==> src/rtl/npu_pkg.sv <==
// Shared NPU datapath types and defaults for the convolution window buffer and MAC array.
// Optional build macro used by the window buffer: LINEBUF_STRIDE_EN (column stride support).
package npu_pkg;

  localparam int DEF_BIT_DEPTH = 8;
  localparam int DEF_K         = 3;
  localparam int DEF_IMG_W     = 32;

  typedef logic [DEF_BIT_DEPTH-1:0] pixel_t;

  // Flat index of window element (r,c); c=0 is the oldest column.
  function automatic int unsigned idx(input int unsigned r, input int unsigned c,
                                      input int unsigned k);
    return r * k + c;
  endfunction

endpackage

==> src/rtl/win_ctrl.sv <==
// Window control: column position, fill level, optional stride gating and the output handshake.
// Build macro LINEBUF_STRIDE_EN adds the stride input and stride_cnt.
module win_ctrl
  import npu_pkg::*;
#(
  parameter int K     = DEF_K,
  parameter int IMG_W = DEF_IMG_W,
  parameter int CNT_W = $clog2(IMG_W)
) (
  input  logic       clk,
  input  logic       rst_n,
  input  logic       clear,
  input  logic       in_valid,
  input  logic       out_ready,
`ifdef LINEBUF_STRIDE_EN
  input  logic [1:0] stride,
`endif
  output logic       in_ready,
  output logic       accept,
  output logic       emit,
  output logic       out_valid,
  output logic       out_last
);

  localparam int FILL_W = $clog2(K + 1);
  localparam logic [FILL_W-1:0] FILL_FULL = FILL_W'(K);
  localparam logic [CNT_W-1:0]  COL_LAST  = CNT_W'(IMG_W - 1);

  logic [CNT_W-1:0]  col_q, col_d;
  logic [FILL_W-1:0] fill_q, fill_d, fill_inc;
  logic              out_valid_q, out_valid_d;
  logic              out_last_q, out_last_d;
  logic              last_col, complete;
`ifdef LINEBUF_STRIDE_EN
  logic [1:0]        stride_q, stride_d, stride_eff;
`endif

  // valid/ready: a beat transfers on a rising edge where valid && ready; a valid producer holds
  // its data until that edge. A single output stage means input is taken whenever the
  // output register is empty or being drained in the same cycle.
  always_comb begin
    in_ready    = !out_valid_q || out_ready;
    accept      = in_valid && in_ready && !clear;
    last_col    = (col_q == COL_LAST);
    fill_inc    = (fill_q == FILL_FULL) ? FILL_FULL : fill_q + 1'b1;
    complete    = accept && (fill_inc == FILL_FULL);
`ifdef LINEBUF_STRIDE_EN
    stride_eff  = (stride == 2'd0) ? 2'd1 : stride;
    emit        = complete && (stride_q == 2'd0);
    stride_d    = stride_q;
`else
    emit        = complete;
`endif
    col_d       = col_q;
    fill_d      = fill_q;
    out_valid_d = out_valid_q;
    out_last_d  = out_last_q;

    if (out_valid_q && out_ready) out_valid_d = 1'b0;
    if (emit) begin
      out_valid_d = 1'b1;
      out_last_d  = last_col;
    end
    if (accept) begin
      col_d  = last_col ? '0 : col_q + 1'b1;
      fill_d = last_col ? '0 : fill_inc;
    end
`ifdef LINEBUF_STRIDE_EN
    if (complete) stride_d = (stride_q == 2'd0) ? stride_eff - 2'd1 : stride_q - 2'd1;
    if (accept && last_col) stride_d = 2'd0;
`endif

    // A clear wins over a same-cycle accept: the offered column is dropped.
    if (clear) begin
      col_d       = '0;
      fill_d      = '0;
      out_valid_d = 1'b0;
      out_last_d  = 1'b0;
`ifdef LINEBUF_STRIDE_EN
      stride_d    = 2'd0;
`endif
    end
  end

  always_ff @(posedge clk or negedge rst_n) begin
    if (!rst_n) begin
      col_q       <= '0;
      fill_q      <= '0;
      out_valid_q <= 1'b0;
      out_last_q  <= 1'b0;
`ifdef LINEBUF_STRIDE_EN
      stride_q    <= 2'd0;
`endif
    end else begin
      col_q       <= col_d;
      fill_q      <= fill_d;
      out_valid_q <= out_valid_d;
      out_last_q  <= out_last_d;
`ifdef LINEBUF_STRIDE_EN
      stride_q    <= stride_d;
`endif
    end
  end

  assign out_valid = out_valid_q;
  assign out_last  = out_last_q;

endmodule

==> src/rtl/conv_window_buffer.sv <==
// KxK sliding-window buffer: shifts one K-pixel column per accepted beat, emits full windows.
// Build macro LINEBUF_STRIDE_EN enables the stride input (column stride 1..3).
module conv_window_buffer
  import npu_pkg::*;
#(
  parameter int BIT_DEPTH = DEF_BIT_DEPTH,
  parameter int K         = DEF_K,
  parameter int IMG_W     = DEF_IMG_W
) (
  input  logic                     clk,
  input  logic                     rst_n,
  input  logic                     clear,
  input  logic                     in_valid,
  output logic                     in_ready,
  input  logic [K*BIT_DEPTH-1:0]   in_data,
  output logic                     out_valid,
  input  logic                     out_ready,
  output logic [K*K*BIT_DEPTH-1:0] out_win,
`ifdef LINEBUF_STRIDE_EN
  input  logic [1:0]               stride,
`endif
  output logic                     out_last
);

  localparam int CNT_W = $clog2(IMG_W);

  logic [BIT_DEPTH-1:0] win_q[K][K], win_d[K][K];
  logic [BIT_DEPTH-1:0] out_q[K][K], out_d[K][K];
  logic                 accept, emit;

  win_ctrl #(
    .K     (K),
    .IMG_W (IMG_W),
    .CNT_W (CNT_W)
  ) u_win_ctrl (
    .clk       (clk),
    .rst_n     (rst_n),
    .clear     (clear),
    .in_valid  (in_valid),
    .out_ready (out_ready),
`ifdef LINEBUF_STRIDE_EN
    .stride    (stride),
`endif
    .in_ready  (in_ready),
    .accept    (accept),
    .emit      (emit),
    .out_valid (out_valid),
    .out_last  (out_last)
  );

  // The output register captures the post-shift window so it appears the cycle after the accept.
  always_comb begin
    win_d = win_q;
    out_d = out_q;
    if (accept) begin
      for (int r = 0; r < K; r++) begin
        for (int c = 0; c < K - 1; c++) win_d[r][c] = win_q[r][c+1];
        win_d[r][K-1] = in_data[r*BIT_DEPTH +: BIT_DEPTH];
      end
    end
    if (emit) out_d = win_d;
  end

  always_ff @(posedge clk or negedge rst_n) begin
    if (!rst_n) begin
      for (int r = 0; r < K; r++) begin
        for (int c = 0; c < K; c++) begin
          win_q[r][c] <= '0;
          out_q[r][c] <= '0;
        end
      end
    end else begin
      win_q <= win_d;
      out_q <= out_d;
    end
  end

  for (genvar r = 0; r < K; r++) begin : g_row
    for (genvar c = 0; c < K; c++) begin : g_col
      assign out_win[idx(r, c, K)*BIT_DEPTH +: BIT_DEPTH] = out_q[r][c];
    end
  end

endmodule

==> config.mk <==
export PLATFORM = sky130hd
export DESIGN_NAME = conv_window_buffer
export DESIGN_NICKNAME = d
export VERILOG_FILES = /design/src/rtl/npu_pkg.sv /design/src/rtl/win_ctrl.sv /design/src/rtl/conv_window_buffer.sv
export SDC_FILE = /design/constraint.sdc
export NUM_CORES = 1
export LEC_CHECK = 0
export CAP_MARGIN = 20
export CORE_ASPECT_RATIO = 1.5
export CORE_MARGIN = 2
export CORE_UTILIZATION = 55
export CTS_CLUSTER_SIZE = 24
export DETAILED_ROUTE_END_ITERATION = 6
export GPL_TIMING_DRIVEN = 0
export PLACE_DENSITY = 0.81
export SETUP_SLACK_MARGIN = 0.3
export SLEW_MARGIN = 25
export SYNTH_ARGS = -nofsm -noshare
export SYNTH_HDL_FRONTEND = slang
export SYNTH_SLANG_ARGS = --single-unit
==> constraint.sdc <==
create_clock -name clk -period 3.7 [get_ports clk]
set_input_delay 0.37 -clock clk [delete_from_list [all_inputs] [get_ports clk]]
set_output_delay 0.37 -clock clk [all_outputs]
set_load 0.02 [all_outputs]
==> flow_summary.json, run 1 <==
{
  "status": "complete, no violations",
  "power-per-cell-area_nw_per_um2": 761,
  "start_util_pct": 56.2,
  "firstDrtPassIters": 4,
  "drive_gt1_share_pct": 39.0,
  "final_core_util_pct": 76.1,
  "wl_um": 9970,
  "routedWlPerCell_um": 18.1,
  "cp_max_fo": 10,
  "dieArea_um2": 10300,
  "crit_path_max_incr_delay_ps": 630,
  "pre_cts_ws_ps": 1300,
  "instances_no_fill": 551,
  "hp-class": "in2async",
  "ys_ff_latch": 129,
  "io_buffer_count": 103,
  "gr-usage-all-layers_pct": 20.8,
  "cts_resized": 0,
  "final_max_slew_viol_count": 0,
  "grt-ovfl-total": 0,
  "yosysMostFrequentCell": "dfrtp_1",
  "synth_area_leader_cell": "dfrtp_1",
  "synth_area_um2": 5200,
  "row_count": 43,
  "seq_area_frac_synth_pct": 62.0,
  "cts_buffers": 17,
  "synth_warnings": 0,
  "nFillCells": 571,
  "cts_root_buffer": "clkbuf_16",
  "timing.final.crit_share_pct": 60.4,
  "route.detailed.drc": 0,
  "timing.fmax_mhz": 448,
  "end_kind": "output port",
  "critPathArrivalTime_ps": 1860,
  "synth.avg_cell_area_um2": 17.2,
  "cp_cell_sequence": "nor2b_1 > clkbuf_2 > inv_2 > clkdlybuf4s50_1",
  "total_power_mw": 5.36,
  "synth_area_leaders": "dfrtp_1 62%, mux2_2 16%, mux2_4 14%",
  "num_vias": 2936,
  "min_period_ps": 2230,
  "clockBufferDepth": 2,
  "slew_headroom_pct": 69.9,
  "hpwlAfterDp_um": 6720,
  "chipWidth_um": 83.4,
  "nets": 458,
  "async_reset_ff_share_pct": 100,
  "synthDistinctLibCells": 25,
  "drv_cap": 0,
  "cts_tree": "built",
  "crit_slowest_cell": "clkdlybuf4s50_1",
  "h-tree-depth": 4,
  "fin_skew_ps": 5.31,
  "syn_nets": 334,
  "path_class": "reg2out",
  "cp-start-kind": "flip-flop",
  "dp_cells": 519,
  "worst_pin_slew_ps": 451,
  "hold_viol_final": 0,
  "synth_common_cells": "129 x dfrtp_1, 74 x mux2_2, 47 x mux2_4",
  "rsz0062_at_grt": "false",
  "grt_pass1_vias": 3221,
  "clk_latency_ps": 400,
  "grt_pass1_wl_um": 16500,
  "setup_viol": 0,
  "ant_nets": 0,
  "pin_count": 104,
  "antenna_found_initial": 0,
  "cts.sinks": 129,
  "synth_top_cell_area_share_pct": 62.0,
  "detail_route.vias_per_cell": 5.33,
  "synth-edff-count": 0,
  "diodes": 0,
  "tns_ps": 0,
  "grt_start_max_net_pins": 71,
  "worstPathRequired_ps": 3330,
  "setup_slack_ps": 1470,
  "die_h_um": 123,
  "drtIter0Drc": 155,
  "vdd_ir_drop_max_uv": 550,
  "synth_ff_type": "dfrtp_1",
  "clk_pin_slew_ps": 50,
  "core_um2": 9250,
  "postSynthCellCount": 303,
  "area_growth_pct": 35.2,
  "gp_congestion": 0.737,
  "p_leak_nw": 3.27
}
cells in the final DEF, fill, tap and decap left out, drive strengths merged, types with 2 or more instances in the layout:
master	netlist	layout
buf	16	18
clkbuf	2	23
dfrtp	129	129
o21ai	5	5
clkdlybuf4s50	0	102
a31oi	2	2
clkinv	0	4
nor2b	4	4
bufinv	0	4
a21oi	6	6
mux2	121	121
clkinvlp	0	2
nand4b	2	2
inv	2	2
nand3	3	3
ha	2	2
o31ai	2	2
layer usage:
layer / wire length (um) / global-route usage (%)
met5: 0 / 0
met4: 166 / 8.97
met3: 415 / 5.67
met2: 5260 / 35.5
met1: 4120 / 25.1
cell type report:
| class | count | area, um^2 | area share [%] |
|---|---|---|---|
| buffer | 18 | 215 | 3.06 |
| clock buffer | 21 | 460 | 6.54 |
| clock inverter | 10 | 159 | 2.26 |
| inverter | 2 | 7.51 | 0.107 |
| multi-input combinational | 154 | 1750 | 24.9 |
| sequential | 129 | 3230 | 45.9 |
| tap | 112 | 140 | 1.99 |
| timing repair buffer | 105 | 1070 | 15.3 |
worst max-delay path, delay by kind of cell, from the launching register on:
family	cells	cell delay, ps
flops	1	370
buf+inv	3	960
simple gates	1	130
per-stage QoR:
stage	hold WS, ps	instance area (um^2)
after floorplan	74.4	5200
after global placement	486	6380
after detailed placement	329	6410
after CTS	503	7040
after global routing	511	7040
final	493	7040
path summary, 6_finish.rpt:
path | cells after the start | slack, ps | end | start
max | 4 | 1470 | in_ready | u_win_ctrl.out_valid
min | 2 | 490 | u_win_ctrl.out_last | rst_n
max reg2reg | 7 | 1760 | out_win[4] | u_win_ctrl.out_valid
min reg2reg | 1 | 500 | out_win[6] | out_win[6]
max in group asynchronous | 3 | 2540 | out_win[28] | rst_n
min in group clk | 1 | 500 | out_win[6] | out_win[6]
flip-flops by register name, summed over array words and instances, names as in the netlist:
register,count
u_win_ctrl.out_valid,1
out_win,72
u_win_ctrl.col_q,5
u_win_ctrl.fill_q,2
win_q,48
u_win_ctrl.out_last,1
power breakdown:
part | switching, mW | internal, mW | leakage [nW]
Combinational | 0.679 | 0.893 | 1.38
Sequential | 0.233 | 1.82 | 1.59
Clock | 0.578 | 1.16 | 0.299
timing repair:
| action | 4_1_cts | 5_1_grt |
|---|---|---|
| endpoints found under the hold margin | 59 | 0 |
| setup buffers | 0 | 0 |
| hold buffers | 1 | 0 |
kinds of logic (layout without fill, tap and decap cells):
| group | count (synthesis) | in the layout | share of synthesized area (%) |
|---|---|---|---|
| flops | 129 | 129 | 62.0 |
| mux | 121 | 121 | 29.6 |
| buf+inv | 20 | 156 | 4.28 |
| compound gates | 16 | 16 | 1.75 |
| simple gates | 15 | 15 | 1.90 |
| fa+ha+maj | 2 | 2 | 0.481 |
Power figures use the tool's default switching activity.
==> run 2, diff against run 1 <==
- CORE_UTILIZATION: 55 -> 51
- PLACE_DENSITY: 0.81 -> 0.76
- clock period: 3.7 -> 2.2 ns (I/O delays scaled with it)
==> run 2 against run 1 <==
Net effect:
- cell area increased by 0.55%
- first-iteration DRC count decreased by 23%
- sequential power increased by 67%
- wire length decreased by 3.1%
- combinational power increased by 67%
- critical endpoint is now u_win_ctrl.fill_q[0]
- non-clock buffer count unchanged
- clock skew increased by 5.5 ps
- setup slack got worse by 1100 ps
- power increased by 68%
- die area increased by 7.5%
- critical path type is now reg2reg
- flip-flop and latch count unchanged
- clock-buffer cell count decreased by 1
==> flow_summary.json, run 2 (same netlist as run 1, synthesis figures left out) <==
{
  "tns_ps": 0,
  "total_power_mw": 9.01,
  "num_vias": 2894,
  "grt_pass1_wl_um": 16000,
  "drtIter0Drc": 119,
  "setup_viol": 0,
  "pin_count": 104,
  "worstReg2RegEnd": "u_win_ctrl.fill_q[0]",
  "dieArea_um2": 11000,
  "drive_gt1_share_pct": 39.5,
  "layout_common_cells": "129 x dfrtp_1, 101 x clkdlybuf4s50_1, 74 x mux2_2",
  "rrSetupSlack_ps": 350,
  "gp_congestion": 0.717,
  "path_class": "reg2reg",
  "die_h_um": 128,
  "cts_root_buffer": "clkbuf_16",
  "diodes": 0,
  "rsz0062_at_grt": "true",
  "nets": 458,
  "drv_cap": 0,
  "p_leak_nw": 3.27,
  "status": "complete, no violations",
  "fin_skew_ps": 10.8,
  "hpwlAfterDp_um": 6720,
  "wl_um": 9660,
  "cts_tree": "built",
  "timing.fmax_mhz": 541,
  "ant_nets": 0,
  "worstPathRequired_ps": 2530,
  "hp-class": "in2async",
  "hold_viol_final": 0,
  "cts_buffers": 17,
  "clk_latency_ps": 410,
  "pwr-share-comb_pct": 29.1,
  "slew_headroom_pct": 64.6,
  "start_util_pct": 51.9,
  "route.detailed.drc": 0,
  "cp-start-kind": "flip-flop",
  "cp_max_fo": 6,
  "worst_pin_slew_ps": 531,
  "cts_setup_buffers": 0,
  "cts.sinks": 129,
  "rr_worst_depth": 5,
  "hold_slack_ps": 353,
  "min_period_ps": 1850,
  "clk_pin_slew_ps": 60,
  "area_growth_pct": 36.0,
  "netSwitchingPower_mw": 2.52,
  "grt-ovfl-total": 0,
  "intPower_mw": 6.49,
  "routedWlPerCell_um": 17.3,
  "power-per-cell-area_nw_per_um2": 1270,
  "row_count": 45,
  "firstDrtPassIters": 4,
  "io_buffer_count": 103,
  "end_kind": "flip-flop",
  "h-tree-depth": 4,
  "clockBufferDepth": 2,
  "critPathArrivalTime_ps": 2180,
  "seq_power_share_pct": 38.1,
  "final_max_slew_viol_count": 0,
  "largest_reg_flops": 72,
  "stdcell_area_um2": 7080,
  "antenna_found_initial": 0,
  "power_frac_clock_pct": 32.8,
  "layout_commonest_cell": "dfrtp_1",
  "vdd_ir_drop_max_uv": 802,
  "timing.final.crit_share_pct": 84.1,
  "worstReg2RegStart": "u_win_ctrl.col_q[0]",
  "grt_pass1_vias": 3088,
  "detail_route.vias_per_cell": 5.20,
  "gr-usage-all-layers_pct": 19.1,
  "grt_start_max_net_pins": 73,
  "swShare_pct": 28.0,
  "final_core_util_pct": 70.6,
  "core_um2": 10000,
  "dpl_cell_area_um2": 6410,
  "chipWidth_um": 86.5
}
## run 2: changes by cell type in the layout (fill, tap and decap cells not counted), sizes merged
| cell | before | now |
|---|---|---|
| dlygate4sd2 | 0 | 1 |
| buf | 18 | 19 |
| clkdlybuf4s50 | 102 | 101 |
| clkbuf | 23 | 21 |
| inv | 2 | 3 |
| clkinvlp | 2 | 3 |
## run 2: critical path, stage by stage, from the launching register on
cell     delay [ps]
dfrtp_1         430
ha_1            250
and3_1          200
ha_2            210
or4_1           540
a21oi_2         140
## run 2: timing repair
item | CTS | global route
endpoints found under the hold margin | 71 | 0
gates cloned | 0 | 0
gates resized for setup | 3 | 6
setup endpoints to repair | 61 | 61
hold buffers | 1 | 0
## run 2: power groups by stage
stage / logic [mW] / registers, mW / clock network, mW
floorplan: 0.779 / 4.01 / 0
CTS: 2.66 / 3.44 / 3.00
detailed placement: 2.65 / 3.47 / 0
global placement: 2.60 / 3.43 / 0
global route: 2.77 / 3.52 / 3.11
finish: 2.62 / 3.43 / 2.96
## run 2: final cells by class
type                    instances  area, um^2
plain buffers                  18         233
clock buffers                  20         447
clock inverters                12         183
fillers                       663        2950
inverters                       2        7.51
multi-input cells             154        1760
flip-flops and latches        129        3230
well taps                     117         146
repair buffers                105        1070
## run 2: stage by stage
| stage | setup WS, ps | instances |
|---|---|---|
| final | 351 | 557 |
| after floorplan | 394 | 303 |
| after global placement | -3920 | 523 |
| after CTS | 325 | 557 |
| after detailed placement | -110 | 524 |
| after global routing | 264 | 557 |
## run 2: how the worst max path moves through the flow
stage | start | to | cells after the start
6_report | u_win_ctrl.col_q[0] | u_win_ctrl.fill_q[0] | 5
5_1_grt | u_win_ctrl.out_valid | out_win[34] | 7
2_1_floorplan | u_win_ctrl.out_valid | out_win[10] | 7
4_1_cts | u_win_ctrl.out_valid | out_win[60] | 7
3_5_place_dp | clear | out_win[59] | 6
3_3_place_gp | rst_n | out_win[14] | 1
## run 2: routing by layer
layer,wire [um],GRT usage [%]
met5,0,0
met4,157,6.43
met3,546,7.66
met2,4970,30.8
met1,3980,23.3
